<file path="src/rtl/kernel_filter.sv">
// ---------------------------------------------------------------------------
// kernel_filter
//
// Programmable 3x3 convolution stage placed directly after the 3x3 kernel
// row-buffer stage. Each pixel token carries a full 3x3 kernel. The stage
// multiplies it by nine signed coefficients, sums the products, rounds,
// arithmetic-shifts and clamps the sum, and emits one filtered pixel.
// Non-pixel tokens (header, row/frame start/end) pass through unchanged with
// the same 3-clock latency, and datao holds its last value while they pass.
//
// Coefficients, shift and enable live in shadow registers that load only on
// a frame-start token, so every pixel of a frame uses one consistent setting.
// shift and enable travel down the pipeline with each pixel. A frame start
// that arrives while earlier pixels are still in flight therefore cannot
// change how those pixels are finished.
//
// Optional feature (compile-time macro KERNEL_FILTER_STATS_EN):
//   defined   : sat_count reports how many pixels were clamped in the
//               previous frame (16-bit, saturating).
//   undefined : sat_count is tied to 0 and no counter is built.
//
// Ports
//   clk          in   clock, all state on the rising edge
//   reset        in   asynchronous, active-high reset
//   enable       in   filter enable (shadowed at frame start; 0 = bypass)
//   coeffs       in   9 signed coefficients, k=r*3+c, r=0 is the oldest row
//   shift        in   right-shift amount 0..15 (shadowed at frame start)
//   dvi          in   token valid
//   dtypei       in   token type
//   meta_datai   in   header/meta word
//   kernel_datai in   9 unsigned pixels, centre at k=4
//   dvo          out  token valid (registered)
//   dtypeo       out  token type (registered)
//   meta_datao   out  meta word (registered)
//   datao        out  filtered pixel, valid when dvo is high on a pixel type
//   sat_count    out  clamped-pixel count of the previous frame
// ---------------------------------------------------------------------------
module kernel_filter #(
    parameter int unsigned PIXEL_WIDTH = 10,
    parameter int unsigned DATA_WIDTH  = 16,
    parameter int unsigned COEFF_WIDTH = 8,
    parameter int unsigned DTYPE_WIDTH = 8,
    parameter logic [DTYPE_WIDTH-1:0] DTYPE_FRAME_START = DTYPE_WIDTH'(8'h01),
    parameter logic [DTYPE_WIDTH-1:0] DTYPE_FRAME_END   = DTYPE_WIDTH'(8'h02),
    parameter logic [DTYPE_WIDTH-1:0] DTYPE_PIXEL_MASK  = DTYPE_WIDTH'(8'hE0)
) (
    input  logic                     clk,
    input  logic                     reset,
    input  logic                     enable,
    input  logic [9*COEFF_WIDTH-1:0] coeffs,
    input  logic [3:0]               shift,
    input  logic                     dvi,
    input  logic [DTYPE_WIDTH-1:0]   dtypei,
    input  logic [DATA_WIDTH-1:0]    meta_datai,
    input  logic [9*PIXEL_WIDTH-1:0] kernel_datai,
    output logic                     dvo,
    output logic [DTYPE_WIDTH-1:0]   dtypeo,
    output logic [DATA_WIDTH-1:0]    meta_datao,
    output logic [PIXEL_WIDTH-1:0]   datao,
    output logic [15:0]              sat_count
);

    // A product is an 11-bit zero-extended pixel times an 8-bit signed
    // coefficient. A row adds three products, and the accumulator adds
    // three rows plus headroom for the rounding bias.
    localparam int unsigned PROD_W = PIXEL_WIDTH + COEFF_WIDTH + 1;
    localparam int unsigned ROW_W  = PROD_W + 2;
    localparam int unsigned ACC_W  = PIXEL_WIDTH + COEFF_WIDTH + 5;
    localparam logic signed [ACC_W-1:0] PIX_MAX = ACC_W'((2 ** PIXEL_WIDTH) - 1);

    // ---------------- shadow registers ----------------
    logic signed [COEFF_WIDTH-1:0] sh_coeff [9];
    logic [3:0]                    sh_shift;
    logic                          sh_en;
    logic                          fs_in;

    assign fs_in = dvi && (dtypei == DTYPE_FRAME_START);

    always_ff @(posedge clk or posedge reset) begin
        if (reset) begin
            for (int unsigned k = 0; k < 9; k++) begin
                sh_coeff[k] <= '0;
            end
            sh_coeff[4] <= COEFF_WIDTH'(1);
            sh_shift    <= '0;
            sh_en       <= 1'b0;
        end else if (fs_in) begin
            for (int unsigned k = 0; k < 9; k++) begin
                sh_coeff[k] <= coeffs[k*COEFF_WIDTH +: COEFF_WIDTH];
            end
            sh_shift <= shift;
            sh_en    <= enable;
        end
    end

    // ---------------- pipeline registers ----------------
    logic                          s1_dv;
    logic [DTYPE_WIDTH-1:0]        s1_dtype;
    logic [DATA_WIDTH-1:0]         s1_meta;
    logic signed [PROD_W-1:0]      s1_prod [9];
    logic [PIXEL_WIDTH-1:0]        s1_centre;
    logic [3:0]                    s1_shift;
    logic                          s1_en;

    logic                          s2_dv;
    logic [DTYPE_WIDTH-1:0]        s2_dtype;
    logic [DATA_WIDTH-1:0]         s2_meta;
    logic signed [ROW_W-1:0]       s2_row [3];
    logic [PIXEL_WIDTH-1:0]        s2_centre;
    logic [3:0]                    s2_shift;
    logic                          s2_en;

    // ---------------- S3 combinational arithmetic ----------------
    logic signed [ACC_W-1:0]       acc_sum;
    logic signed [ACC_W-1:0]       acc_bias;
    logic signed [ACC_W-1:0]       acc_shr;
    logic [PIXEL_WIDTH-1:0]        flt_pix;
    logic                          flt_clamped;
    logic                          s3_pixel;

    assign s3_pixel = s2_dv && (|(s2_dtype & DTYPE_PIXEL_MASK));

    always_comb begin
        acc_sum  = ACC_W'(s2_row[0]) + ACC_W'(s2_row[1]) + ACC_W'(s2_row[2]);
        acc_bias = '0;
        if (s2_shift != 4'd0) begin
            acc_bias[s2_shift - 4'd1] = 1'b1;
        end
        acc_shr     = (acc_sum + acc_bias) >>> s2_shift;
        flt_pix     = acc_shr[PIXEL_WIDTH-1:0];
        flt_clamped = 1'b0;
        if (acc_shr[ACC_W-1]) begin
            flt_pix     = '0;
            flt_clamped = 1'b1;
        end else if (acc_shr > PIX_MAX) begin
            flt_pix     = '1;
            flt_clamped = 1'b1;
        end
    end

    always_ff @(posedge clk or posedge reset) begin
        if (reset) begin
            s1_dv      <= 1'b0;
            s1_dtype   <= '0;
            s1_meta    <= '0;
            s1_centre  <= '0;
            s1_shift   <= '0;
            s1_en      <= 1'b0;
            for (int unsigned k = 0; k < 9; k++) begin
                s1_prod[k] <= '0;
            end
            s2_dv      <= 1'b0;
            s2_dtype   <= '0;
            s2_meta    <= '0;
            s2_centre  <= '0;
            s2_shift   <= '0;
            s2_en      <= 1'b0;
            for (int unsigned r = 0; r < 3; r++) begin
                s2_row[r] <= '0;
            end
            dvo        <= 1'b0;
            dtypeo     <= '0;
            meta_datao <= '0;
            datao      <= '0;
        end else begin
            // S1: products. The shadow values read here are the ones in
            // force before this edge, so a pixel after a frame start uses
            // the newly loaded set.
            s1_dv     <= dvi;
            s1_dtype  <= dtypei;
            s1_meta   <= meta_datai;
            s1_centre <= kernel_datai[4*PIXEL_WIDTH +: PIXEL_WIDTH];
            s1_shift  <= sh_shift;
            s1_en     <= sh_en;
            for (int unsigned k = 0; k < 9; k++) begin
                s1_prod[k] <= PROD_W'($signed({1'b0, kernel_datai[k*PIXEL_WIDTH +: PIXEL_WIDTH]}))
                            * PROD_W'(sh_coeff[k]);
            end

            // S2: row sums
            s2_dv     <= s1_dv;
            s2_dtype  <= s1_dtype;
            s2_meta   <= s1_meta;
            s2_centre <= s1_centre;
            s2_shift  <= s1_shift;
            s2_en     <= s1_en;
            for (int unsigned r = 0; r < 3; r++) begin
                s2_row[r] <= ROW_W'(s1_prod[3*r]) + ROW_W'(s1_prod[3*r+1])
                           + ROW_W'(s1_prod[3*r+2]);
            end

            // S3: round/shift/clamp into the output registers
            dvo        <= s2_dv;
            dtypeo     <= s2_dtype;
            meta_datao <= s2_meta;
            if (s3_pixel) begin
                datao <= s2_en ? flt_pix : s2_centre;
            end
        end
    end

`ifdef KERNEL_FILTER_STATS_EN
    // The counter follows tokens as they leave S3, so its frame boundaries
    // line up with the tokens that appear on the outputs.
    logic [15:0] sat_cnt;
    logic        s3_fs;
    logic        s3_fe;

    assign s3_fs = s2_dv && (s2_dtype == DTYPE_FRAME_START);
    assign s3_fe = s2_dv && (s2_dtype == DTYPE_FRAME_END);

    always_ff @(posedge clk or posedge reset) begin
        if (reset) begin
            sat_cnt   <= '0;
            sat_count <= '0;
        end else if (s3_fs) begin
            sat_cnt <= '0;
        end else if (s3_fe) begin
            sat_count <= sat_cnt;
            sat_cnt   <= '0;
        end else if (s3_pixel && s2_en && flt_clamped && (sat_cnt != '1)) begin
            sat_cnt <= sat_cnt + 16'd1;
        end
    end
`else
    assign sat_count = '0;
`endif

endmodule

</file>
<file path="config.mk">
export PLATFORM = sky130hd
export DESIGN_NAME = kernel_filter
export DESIGN_NICKNAME = d
export VERILOG_FILES = /design/src/rtl/kernel_filter.sv
export SDC_FILE = /design/constraint.sdc
export NUM_CORES = 2
export LEC_CHECK = 0
export BUFFER_PORTS_ARGS = -buffer_cell sky130_fd_sc_hd__buf_2
export CAP_MARGIN = 0
export CORE_MARGIN = 4
export CORE_UTILIZATION = 30
export DETAILED_ROUTE_END_ITERATION = 10
export GPL_TIMING_DRIVEN = 0
export PLACE_DENSITY = 0.5
export SYNTH_ARGS = -nofsm -noshare
export SYNTH_HDL_FRONTEND = slang
export SYNTH_SLANG_ARGS = --single-unit
</file>
<file path="constraint.sdc">
create_clock -name clk -period 11.41 [get_ports clk]
set_input_delay 0.5705 -clock clk [delete_from_list [all_inputs] [get_ports clk]]
set_output_delay 0.5705 -clock clk [all_outputs]
set_load 0.01 [all_outputs]
</file>
; ---- Word-level counts from Yosys, hierarchy flattened
; Cells that the tools add are included.
[totals]
in_bits = 194
register_bits = 426
elab_cells = 74
out_inout_bits = 51
[classes]
n_mux = 6
n_eq_ne = 1
shift = 1
mul = 9
n_addsub = 10
reduce_logical = 5
order_cmp = 3
[ops]
columns = op, count
row1 = multiplier 11 x 8 -> 19 bit, 9
row2 = adder 20 x 19 -> 21 bit, 3
row3 = adder 19 x 19 -> 20 bit, 3
row4 = 2-to-1 mux 10 bit, 3
row5 = adder 22 x 21 -> 23 bit, 1
row6 = adder 23 bit, 1
row7 = greater-than comparator 23 x 11 -> 1 bit (second input constant), 1
row8 = >>> shifter 23 x 4 -> 23 bit, 1
row9 = adder 21 x 21 -> 22 bit, 1
row10 = 2-to-1 mux 16 bit, 1
row11 = == test 8 x 1 -> 1 bit (second input constant), 1
row12 = less-than comparator 4 x 6 -> 1 bit (second input constant), 1
row13 = demux 1 bit (select 4 bit), 1
row14 = >= comparator 4 x 1 -> 1 bit (second input constant), 1
row15 = nonzero test 4 bit, 1
row16 = subtractor 4 x 1 -> 4 bit (second input constant), 1
row17 = logical AND 1 bit, 3
row18 = OR reduction 3 bit, 1
row19 = 2-to-1 mux 1 bit, 1

; ---- Longest topological paths before layout
[depth]
ltp_word = 12
depth_mapped = 22
ltp_nobuf = 21

; ---- Least setup slack after synthesis
; OpenSTA, ideal clock, no wires.
[synth_path]
path_type = reg-to-reg
start = reg s2_shift[1]
end = reg datao[7]
slack_ns = 5.872
t_required_ns = 11.286
n_path_buf = 3
arrival_time_ns = 5.415
period_less_slack_ns = 5.538
setup_time_ns = 0.124
stages_incl_launch_ff = 20
path_cell_list = dfrtp_1 clkbuf_1 buf_1 clkbuf_1 nand2_1 nor3_1 fa_1 ha_1 fa_1 a211oi_1 o211ai_1 nand4b_1 nor2_1 or4_1 o211ai_2 a21oi_1 or4_4 a2111oi_4 o21ai_2 o31a_1
[synth_between]
elab_chain_len = 12
word_cells_on_any_way = 14
cone_classes = 2 x add/sub / 3 x order compare / 1 x shift / 6 x mux / 2 x reduce/logical
[synth_rtl]
columns = element, line
row1 = start: declaration, 110  ; logic [3:0] s2_shift;
row2 = start signal: assignment, 185  ; s2_shift <= s1_shift;
row3 = subtractor 4 x 1 -> 4 bit, 127  ; acc_bias[s2_shift - 4'd1] = 1'b1;
row4 = less-than comparator 4 x 6 -> 1 bit (implied by the code) / >= comparator 4 x 1 -> 1 bit (equally long branches), 127
row5 = logical AND 1 bit (implied by the code), 127
row6 = 2-to-1 mux 1 bit (implied by the code), 127
row7 = demux 1 bit (select 4 bit), 127
row8 = 2-to-1 mux 16 bit, 126  ; if (s2_shift != 4'd0) begin
row9 = adder 23 bit, 129  ; acc_shr = (acc_sum + acc_bias) >>> s2_shift;
row10 = >>> shifter 23 x 4 -> 23 bit *, 129
row11 = greater-than comparator 23 x 11 -> 1 bit, 135  ; end else if (acc_shr > PIX_MAX) begin
row12 = 2-to-1 mux 10 bit, 135
row13 = 2-to-1 mux 10 bit *, 132  ; if (acc_shr[ACC_W-1]) begin
row14 = 2-to-1 mux 10 bit *, 197  ; datao <= s2_en ? flt_pix : s2_centre;
row15 = end signal: assignment, 197
row16 = end: declaration, 59  ; output logic [PIXEL_WIDTH-1:0] datao,
; Every way passes the cells marked *; elsewhere a longest branch is shown, timed or not.
; A chain may end at the register's enable or synchronous reset.

; ---- Worst setup path after layout
; Ends and elaborated chain as after synthesis.

==> results.md <==
* Status: completed
* Largest net degree at the start of global routing at 41
* Placement Setup Slack at 4.76 ns
* Seq cells post-synth at 426
* # setup viols final at 0
* CTS H-Tree Depth at 2
* Startpoint class of the critical path: register
* DRT Pass-1 Iters at 5
* Detail Placement HPWL at 85.1 mm
* Critical path arrival at 7.30 ns
* Slowest-stage cell, CP: or4_4
* Area delta synth->final at 14.2%
* Final Skew at 0.0349 ns
* Fmax at 148 MHz
* VDD IR max at 164 µV
* Mapped Cells at 4279
* RSZ-0062 raised after global routing: no
* Avg Inst Size Synth at 10.0 µm²
* Synthesis warning total at 0
* Ys async rst share at 100%
* Filler instances at 14400
* Initial cell density of the core at 30.3%
* Via density at 4.51
* Slew HR at 15.9%
* Final period utilization at 59.3%
* Port bufs at 228
* Vias at 29600
* MaxCap Viol Count at 0
* Req. time, crit path at 11.94 ns
* Hold-fix buffers, CTS at 26
* Layout cells sized above 1 at 10.1%
* Mapped Area at 42900 µm²
* Max Transition Viols Final at 0
* Wire per inst at 15.8 µm
* Max FO, Critical Path at 10
* CTS tree: built
* Initial antenna violation count at 17
* Largest stage delay, worst path at 0.52 ns
* Clock Path Buffers at 3
* CTS Buf Count at 54
* Seq/Total Area, Yosys at 24.9%
* Final net count at 5857
* Setup repair bufs after CTS at 0
* Synth Flop Type: dfrtp_1
* Die ar. at 149000 µm²
* GRT overflow at 0
* DRC viols at 0
* Type of the most critical hold path: primary input to register
* Slew @ Worst Pin at 1.25 ns
* Drt first-iter violations at 1361
* Non-Filler Instances at 6555
* Crit. End Element: register
* Final Wtd Congestion at 0.844
* Worst Path Class, Setup: register to register
* Worst path bufs/invs at 3
* Setup TNS at 0 ns
* Tot GR Track Use at 14.4%
* CTS root buffer: clkbuf_16
* Final hold violation count at 0
* Post-DRT Antenna Nets at 0
* Largest delay share family, worst path: simple AND/OR/NAND/NOR gates
* PostCTS Resize Cnt at 0
* Power density cells at 142 nW/µm²
* Fin crit period at 6.77 ns
* First-pass GRT wire length at 170 mm
* Critical path, cell by cell: clkbuf_1 -> buf_1 -> clkbuf_1 -> nand2_1 -> nor3_1 -> fa_1 -> ha_1 -> fa_1 -> a211oi_1 -> o211ai_1 -> nand4b_1 -> nor2_1 -> or4_1 -> o211ai_2 -> a21oi_1 -> or4_4 -> a2111oi_4 -> o21ai_2 -> o31a_1
* Wirelength, routed at 103 mm
* Row cnt at 138
* Vias in the first global route at 31400
* Clk sinks at 426
* Yosys cell types at 86
* I/O Pins at 245
* Setup WS post-layout at 4.64 ns
* Core area at 142000 µm²
* Leakage power at 25.3 nW
* Chip Height at 386 µm
* Placed cell count at 6425
* Reg clk slew, reported paths at 0.07 ns
* Number of synthesized flops with an enable pin at 0
* Die width at 386 µm
* Clk_lat worst skew at 0.67 ns
## registers in the layout, summed over array words and instances, names as in the netlist, 8 cells and up
signal / count
s2_dtype: 8
datao: 10
s1_meta: 16
s2_meta: 16
dtypeo: 8
s2_row: 63
s1_prod: 171
sh_coeff: 72
s1_dtype: 8
s2_centre: 10
s1_centre: 10
meta_datao: 16
## cell families (layout without fill, tap and decap cells)
logic type,count (synthesis),after routing,share of synthesized area [%]
buf+inv,907,1273,8.09
simple gates,1174,1174,14.0
other cells,2,22,0.0175
compound gates,478,478,7.30
mux,110,110,2.98
xor+xnor,136,136,2.78
flops,426,426,24.9
fa+ha+maj,1046,1046,39.9
## through the flow
| stage | area, µm² | hold slack [ns] | total power, mW | util (%) |
|---|---|---|---|---|
| after global routing | 49000 | 0.0707 | 7.54 | 34.5 |
| after detailed placement | 46700 | 0.335 | 5.04 | 33.0 |
| after floorplan | 42900 | 0.331 | 4.18 | - |
| after global placement | 46400 | 0.332 | 5.03 | 32.8 |
| final | 49000 | 0.134 | 6.94 | 34.5 |
| after CTS | 49000 | 0.0517 | 7.04 | 34.5 |
## cell usage in the layout, fill, tap and decap left out, types with 127 or more instances in the layout
cell and n:
a21oi_1 127, and2_1 406, buf_2 232, dfrtp_1 425
fa_1 538, ha_1 508, inv_1 791, nand2_1 361
nor2_1 162, o21ai_0 130
## layer usage
metal	global-route usage [%]	wire, µm	vias to the layer above
li1	-	-	14200
met1	19.6	47200	14700
met2	24.2	49000	496
met3	2.15	4720	125
met4	3.25	2460	4
met5	0	22	-
## Yosys cell counts, types with 16 or more instances
cell,count,area share (%)
o21ai_0,130,1.5
ha_1,508,15
nand4_1,18,0.26
mux2i_1,21,0.49
nand2_1,361,3.2
buf_4,16,0.28
nand3_1,28,0.33
mux2_2,83,2.2
a211oi_1,19,0.33
and2_1,406,5.9
a21o_1,36,0.63
nor2_1,162,1.4
o311ai_0,17,0.35
fa_1,538,25
xnor2_1,86,1.8
xor2_1,50,1.0
dfrtp_1,425,25
nor2b_1,17,0.25
nand2b_1,78,1.1
inv_1,792,6.9
a21boi_0,33,0.58
a21oi_1,127,1.5
nor3_1,42,0.49
clkbuf_1,84,0.74
## worst register-to-register path, delay by kind of cell, from the launching register on
family / cells / cell delay, ns
flops: 1 / 0.48
compound gates: 7 / 1.82
fa+ha+maj: 3 / 1.20
buf+inv: 3 / 1.29
simple gates: 6 / 1.85
## power by group
group          internal (mW)  switching (mW)  leakage (nW)
registers               1.70           0.141          5.55
clock network           1.16           0.753         0.950
logic                   1.29            1.90          18.8
total                   4.15            2.79          25.3
## final cells by class
class	count	area, µm²	share of cell area [%]
Clock buffer	65	1470	3.01
Sequential cell	426	10700	21.8
Timing Repair Buffer	267	1670	3.41
Multi-Input combinational cell	2961	28800	58.8
Inverter	795	2990	6.10
Buffer	112	488	0.996
Tap cell	1890	2360	4.83
Clock inverter	34	512	1.04
Antenna cell	5	12.5	0.0255
## path summary, 6_finish.rpt
kind	startpoint	end	slack [ns]	cells after the start
max in group asynchronous	reset	sh_coeff[65]	9.53	7
worst min register to register	s1_centre[5]	s2_centre[5]	0.34	0
min in group asynchronous	reset	s1_dtype[6]	0.49	3
worst min-delay path	coeffs[67]	sh_coeff[3]	0.13	2
worst max-delay path	s2_shift[1]	datao[7]	4.64	19
worst max register to register	s2_shift[1]	datao[7]	4.64	19
No activity file was read; power rests on OpenSTA's default activity.
